## config.mk

```make
export PLATFORM = sky130hd
export DESIGN_NAME = memmu_sr_payload_writer
export DESIGN_NICKNAME = d
export VERILOG_FILES = /design/src/rtl/memmu_sr_pkg.sv /design/src/rtl/MemMU_sphericalRepresentationPayload.sv /design/src/rtl/memmu_sr_wfifo.sv /design/src/rtl/memmu_sr_payload_writer.sv
export SDC_FILE = /design/constraint.sdc
export NUM_CORES = 1
export LEC_CHECK = 0
export ABC_CLOCK_PERIOD_IN_PS = 11350
export CORE_MARGIN = 3
export CORE_UTILIZATION = 40
export DETAILED_ROUTE_END_ITERATION = 6
export PLACE_DENSITY = 0.58
export SETUP_SLACK_MARGIN = 0.5
export SLEW_MARGIN = 20
export SYNTH_ARGS = -nofsm -noshare
export SYNTH_HDL_FRONTEND = slang
export SYNTH_HIERARCHICAL = 1
export SYNTH_SLANG_ARGS = --single-unit
```

## constraint.sdc

```tcl
create_clock -name i_SYSTEM_clk -period 11.35 [get_ports i_SYSTEM_clk]
set_input_delay 1.135 -clock i_SYSTEM_clk [delete_from_list [all_inputs] [get_ports i_SYSTEM_clk]]
set_output_delay 1.135 -clock i_SYSTEM_clk [all_outputs]
set_load 0.01 [all_outputs]
```

## src/rtl/memmu_sr_pkg.sv

```systemverilog
// Shared constants for the MemMU spherical-representation write path.
// Holds the payload field layout, the cell size and the writer FSM state type.
package memmu_sr_pkg;

   localparam int SR_PAYLOAD_W       = 64;
   localparam int SR_DIST_W          = 16;
   localparam int SR_BYTE_W          = 8;
   localparam int SR_DIST_R0_LSB     = 0;
   localparam int SR_REFL_R0_LSB     = 16;
   localparam int SR_DIST_R1_LSB     = 24;
   localparam int SR_REFL_R1_LSB     = 40;
   localparam int SR_CORR_LSB        = 48;
   localparam int SR_LABEL_LSB       = 56;
   localparam int SR_CELL_BYTES_LOG2 = 3;

   typedef enum logic {
      IDLE = 1'b0,
      REQ  = 1'b1
   } srWrState_t;

endpackage

```

## src/rtl/MemMU_sphericalRepresentationPayload.sv

```systemverilog
// Packs one SIU point into the 64-bit SR payload word.
// Latency: combinational.
// Backpressure: none, pure function of its inputs.
module MemMU_sphericalRepresentationPayload
   import memmu_sr_pkg::*;
(
   input  logic [15:0]             distR0,
   input  logic [15:0]             distR1,
   input  logic [7:0]              reflR0,
   input  logic [7:0]              reflR1,
   input  logic [7:0]              correction,
   input  logic [7:0]              label,
   output logic [SR_PAYLOAD_W-1:0] payload
);

   always_comb begin
      payload = '0;
      payload[SR_DIST_R0_LSB +: SR_DIST_W] = distR0;
      payload[SR_REFL_R0_LSB +: SR_BYTE_W] = reflR0;
      payload[SR_DIST_R1_LSB +: SR_DIST_W] = distR1;
      payload[SR_REFL_R1_LSB +: SR_BYTE_W] = reflR1;
      payload[SR_CORR_LSB    +: SR_BYTE_W] = correction;
      payload[SR_LABEL_LSB   +: SR_BYTE_W] = label;
   end

endmodule

```

## src/rtl/memmu_sr_wfifo.sv

```systemverilog
// Synchronous FIFO exposing the head and the entry behind it for back-to-back issue.
// Latency: a push is visible at the head one cycle later; no bypass.
// Backpressure: caller must not push while full nor pop while empty.
module memmu_sr_wfifo #(
   parameter int W     = 96,
   parameter int DEPTH = 4
) (
   input  logic         clk,
   input  logic         rst,
   input  logic         push,
   input  logic [W-1:0] pushData,
   input  logic         pop,
   output logic [W-1:0] headData,
   output logic [W-1:0] nextData,
   output logic         full,
   output logic         empty,
   output logic         twoPlus
);

   localparam int AW = $clog2(DEPTH);

   logic [W-1:0]  mem [DEPTH];
   logic [AW:0]   wrPtr;
   logic [AW:0]   rdPtr;
   logic [AW:0]   occupancy;
   logic [AW-1:0] nextIdx;

   assign occupancy = wrPtr - rdPtr;
   assign full      = (occupancy == (AW+1)'(DEPTH));
   assign empty     = (occupancy == '0);
   assign twoPlus   = (occupancy >= (AW+1)'(2));
   assign nextIdx   = rdPtr[AW-1:0] + AW'(1);
   assign headData  = mem[rdPtr[AW-1:0]];
   assign nextData  = mem[nextIdx];

   always_ff @(posedge clk) begin
      if (rst) begin
         wrPtr <= '0;
         rdPtr <= '0;
      end else begin
         if (push) wrPtr <= wrPtr + (AW+1)'(1);
         if (pop)  rdPtr <= rdPtr + (AW+1)'(1);
      end
   end

   // Storage needs no reset: pointers alone define which entries are live.
   always_ff @(posedge clk) begin
      if (push) mem[wrPtr[AW-1:0]] <= pushData;
   end

endmodule

```

## src/rtl/memmu_sr_payload_writer.sv

```systemverilog
// Buffers SIU points as {address, payload} and issues one req/ack memory write per point.
// Latency: point accepted at edge N raises req after edge N+1; up to one write per cycle.
// Backpressure: ready drops while the buffer is full; the head stays buffered until acked.
module memmu_sr_payload_writer
   import memmu_sr_pkg::*;
#(
   parameter int ADDR_W     = 32,
   parameter int IDX_W      = 16,
   parameter int FIFO_DEPTH = 4
) (
   input  logic                    i_SYSTEM_clk,
   input  logic                    i_SYSTEM_rst,
   input  logic                    i_cfg_enable,
   input  logic                    i_cfg_clear,
   input  logic [ADDR_W-1:0]       i_cfg_base_addr,
   input  logic                    i_SIU_valid,
   output logic                    o_SIU_ready,
   input  logic [15:0]             i_SIU_distR0,
   input  logic [15:0]             i_SIU_distR1,
   input  logic [7:0]              i_SIU_reflR0,
   input  logic [7:0]              i_SIU_reflR1,
   input  logic [7:0]              i_SIU_label,
   input  logic [7:0]              i_MemMU_SR_A_correction,
   input  logic [IDX_W-1:0]        i_MemMU_SR_A_index,
   output logic                    o_MEM_wr_req,
   output logic [ADDR_W-1:0]       o_MEM_wr_addr,
   output logic [SR_PAYLOAD_W-1:0] o_MEM_wr_data,
   input  logic                    i_MEM_wr_ack,
   output logic [IDX_W:0]          o_MemMU_SR_W_count,
   output logic                    o_MemMU_SR_W_busy
);

   typedef struct packed {
      logic [ADDR_W-1:0]       addr;
      logic [SR_PAYLOAD_W-1:0] data;
   } wrEntry_t;

   wrEntry_t                pushEnt;
   wrEntry_t                headEnt;
   wrEntry_t                nextEnt;
   logic [SR_PAYLOAD_W-1:0] payload;
   logic                    fifoFull;
   logic                    fifoEmpty;
   logic                    fifoTwoPlus;
   logic                    push;
   logic                    pop;
   srWrState_t              state;

   MemMU_sphericalRepresentationPayload uPayload (
      .distR0     (i_SIU_distR0),
      .distR1     (i_SIU_distR1),
      .reflR0     (i_SIU_reflR0),
      .reflR1     (i_SIU_reflR1),
      .correction (i_MemMU_SR_A_correction),
      .label      (i_SIU_label),
      .payload    (payload)
   );

   // Address is frozen at accept time so later base changes only affect later points.
   assign pushEnt.addr = i_cfg_base_addr + (ADDR_W'(i_MemMU_SR_A_index) << SR_CELL_BYTES_LOG2);
   assign pushEnt.data = payload;

   assign o_SIU_ready       = i_cfg_enable & ~fifoFull & ~i_SYSTEM_rst;
   assign push              = i_SIU_valid & o_SIU_ready;
   assign pop               = i_MEM_wr_ack & o_MEM_wr_req;
   assign o_MemMU_SR_W_busy = ~fifoEmpty | o_MEM_wr_req;

   memmu_sr_wfifo #(
      .W     ($bits(wrEntry_t)),
      .DEPTH (FIFO_DEPTH)
   ) uFifo (
      .clk      (i_SYSTEM_clk),
      .rst      (i_SYSTEM_rst),
      .push     (push),
      .pushData (pushEnt),
      .pop      (pop),
      .headData (headEnt),
      .nextData (nextEnt),
      .full     (fifoFull),
      .empty    (fifoEmpty),
      .twoPlus  (fifoTwoPlus)
   );

   always_ff @(posedge i_SYSTEM_clk) begin
      if (i_SYSTEM_rst) begin
         state         <= IDLE;
         o_MEM_wr_req  <= 1'b0;
         o_MEM_wr_addr <= '0;
         o_MEM_wr_data <= '0;
      end else begin
         case (state)
            IDLE: begin
               if (!fifoEmpty) begin
                  o_MEM_wr_req  <= 1'b1;
                  o_MEM_wr_addr <= headEnt.addr;
                  o_MEM_wr_data <= headEnt.data;
                  state         <= REQ;
               end
            end
            REQ: begin
               // The entry behind the head becomes the new head once this ack pops it.
               if (i_MEM_wr_ack) begin
                  if (fifoTwoPlus) begin
                     o_MEM_wr_addr <= nextEnt.addr;
                     o_MEM_wr_data <= nextEnt.data;
                  end else begin
                     o_MEM_wr_req <= 1'b0;
                     state        <= IDLE;
                  end
               end
            end
            default: state <= IDLE;
         endcase
      end
   end

   always_ff @(posedge i_SYSTEM_clk) begin
      if (i_SYSTEM_rst || i_cfg_clear) begin
         o_MemMU_SR_W_count <= '0;
      end else if (pop && (o_MemMU_SR_W_count != '1)) begin
         o_MemMU_SR_W_count <= o_MemMU_SR_W_count + (IDX_W+1)'(1);
      end
   end

endmodule

```

==> impl_metrics.toml <==
[clock_network]
htree_levels = 2
cts_tree = "yes"
clk_pin_slew_worst_paths_ns = 0.06
clk_latency_ns = 0.59
post_cts_buffers = 0
cts.root.buffer_cell = "clkbuf_16"
cts_buffers = 53
cts_resized = 0
clkSinkCount = 507
cts_buffer_depth = 3
postCtsHoldBufs = 0

[critical_path]
worstPathCellList = "ha_1 > inv_1 > fa_1 > xnor3_1 > and3b_1 > nor3b_1 > clkdlybuf4s50_1"
required_ns = 10.22
crit_type = "flip-flop to output port"
critical-path-max-stage-delay_ns = 0.83
path_buf_inv = 2
crit_fanout = 44
crit_family = "flip-flops"
start_kind = "flip-flop"
crit_path_end_kind = "output port"
reg2reg_slack_ns = 6.67
worst_path_max_delay_cell = "dfxtp_4"
crit_arrival_ns = 3.58

[pwr]
power.share.combinational_pct = 26.3
leakagePower_nw = 8.61
switching_share_pct = 28.3
finalPower_mw = 5.37
p_per_area_nw_per_um2 = 195
ir_worst_vdd_uv = 121
p_clk_share_pct = 31.6
switchingPower_mw = 1.52
p_int_mw = 3.85
p_seq_share_pct = 42.1

[finish]
drive_gt1_share_pct = 18.4
nets = 1730
instances_no_fill = 2399
final_util_pct = 47.7
fillCellCount = 4946
fin_area_sq_um = 27600
areaGrowthSynthToFinish_pct = 17.8

[outcome]
outcome = "complete, no violations"

[route]
vias_per_cell = 5.42
wire_per_inst_um = 22.0
vias = 13000
finalWirelength_um = 52700
drc_errors = 0
firstDrtPassIters = 5
ant_nets = 0
detail_route.iter0.violations = 684

[sta]
max_freq_mhz = 212
final.setup.worst_slack_ns = 6.64
relSlewSlack_pct = 26.6
final_hold_viol_count = 0
tns_ns = 0
post-route-period-util_pct = 41.5
slew_viol_final = 0
setup_viol = 0
min_period_ns = 4.71
rsz0062_at_grt = "no"
skew_ns = 0.0128
worst_slew_pin_slew_ns = 1.10
hold-worst-slack_ns = 0.496

[grt]
grt_start_max_net_pins = 74
grt_pass1_wl_um = 80100
track_usage_pct = 17.2
grt_pass1_vias = 13400
antenna_found_initial = 9
overflow = 0

[yosys]
yosys_warnings = 6
ys.flop_type = "edfxtp_1"
ys_async_sr_fraction_pct = 0
synthesis.nets = 1590
ys_ff_latch = 507
synthCells = 1446
synth_cell_types = 57
syn-cell-area_sq_um = 23400
synth_edf_count = 384
ys_seq_area_share_pct = 59.8
syn_area_per_cell_sq_um = 16.2

[job]
drv_cap = 0

[placed_design]
dp.cells = 2296
pre_cts_slack_ns = 6.58
place_area_sq_um = 25800
portBuffers = 233
gp_congestion = 0.774
dp_hpwl_um = 31800

[die]
rows = 88
fp.dieW_um = 248
dieArea_sq_um = 61400
core_sq_um = 57800
die_h_um = 248
start_util_pct = 40.5
io_pins = 234

[min_path]
hp-class = "flip-flop to flip-flop"
-- cells by family after synthesis --
kind of cell / Yosys count / synth area share (%)
AO/OA/AOI/OAI: 183 / 5.61
XOR/XNOR: 36 / 1.41
adder cells (fa/ha/maj): 26 / 1.45
buffers and inverters: 177 / 4.58
flip-flops: 507 / 59.8
multiplexers: 292 / 22.8
AND/OR/NAND/NOR: 225 / 4.36
-- cells in the final DEF, fill, tap and decap left out, types with 10 or more instances in the layout --
cell	n
a211oi_1	100
a21oi_1	27
buf_4	16
clkbuf_1	18
clkbuf_16	54
clkdlybuf4s50_1	232
dfxtp_1	119
edfxtp_1	384
ha_1	23
inv_1	14
mux2i_1	99
mux4_2	192
nand2_1	25
nand3_1	17
nor2_1	129
o21ai_0	10
xnor2_1	17
xor2_1	18
-- cell type report --
type,count,area (sq um),area share [%]
clock inverters,22,236,0.858
clock buffers,77,1490,5.40
flip-flops and latches,507,14000,50.8
repair buffers,248,2440,8.86
well taps,765,957,3.47
diodes,4,10.0,0.0363
inverters,14,52.6,0.191
multi-input cells,762,8360,30.3
-- Yosys cell counts (7+ instances only) --
| cell type | instances | area share (%) |
|---|---|---|
| a211oi_1 | 100 | 3.2 |
| a21o_1 | 9 | 0.29 |
| a21oi_1 | 27 | 0.58 |
| and2_1 | 9 | 0.24 |
| buf_2 | 41 | 0.88 |
| buf_4 | 67 | 2.2 |
| buf_6 | 8 | 0.39 |
| clkbuf_1 | 38 | 0.61 |
| dfxtp_1 | 123 | 11 |
| edfxtp_1 | 384 | 49 |
| ha_1 | 24 | 1.3 |
| inv_1 | 14 | 0.22 |
| mux2i_1 | 99 | 4.2 |
| mux4_2 | 192 | 18 |
| nand2_1 | 25 | 0.40 |
| nand3_1 | 17 | 0.36 |
| nand3b_1 | 7 | 0.22 |
| nor2_1 | 129 | 2.1 |
| o21ai_0 | 10 | 0.21 |
| xnor2_1 | 17 | 0.64 |
| xor2_1 | 18 | 0.67 |
-- power by group through the flow --
stage          clock network (mW)  registers [mW]  logic (mW)
3_5_place_dp                    0            2.30        1.44
3_3_place_gp                    0            2.30        1.42
6_report                     1.70            2.26        1.41
5_1_grt                      1.83            2.28        1.57
2_1_floorplan                   0            2.29       0.983
4_1_cts                      1.76            2.27        1.45
-- flip-flops by register name (all words and copies together), names as in the netlist, named ones only --
signal and flops:
o_MEM_wr_addr 32, uFifo/rdPtr 3, uFifo/mem 384, o_MEM_wr_req 1, o_MemMU_SR_W_count 17, state 1
o_MEM_wr_data 64, uFifo/wrPtr 3
-- per-layer routing --
metal | GRT usage, % | part of all wire (%) | wire length, um | up-vias
met5 | 0 | 0.13 | 66 | -
met1 | 22.3 | 42 | 22100 | 6591
met3 | 3.82 | 6.1 | 3220 | 71
li1 | - | - | - | 6014
met4 | 4.75 | 1.8 | 945 | 10
met2 | 29.3 | 50 | 26300 | 320
-- path summary, 6_finish.rpt --
| path | cells after the start | startpoint | endpoint |
|---|---|---|---|
| setup / recovery | 7 | uFifo/rdPtr[0] | o_SIU_ready |
| hold / removal | 2 | o_MEM_wr_addr[4] | o_MEM_wr_addr[4] |
| hold reg to reg | 2 | o_MEM_wr_addr[4] | o_MEM_wr_addr[4] |
| setup reg to reg | 9 | uFifo/rdPtr[0] | uFifo/mem[2][30] |
-- worst min-delay path, cell delays in order (launching register included) --
cell and delay (ns):
dfxtp_1 0.30, nor2_1 0.09, a211oi_1 0.05
No activity file was read; power rests on OpenSTA's default activity.
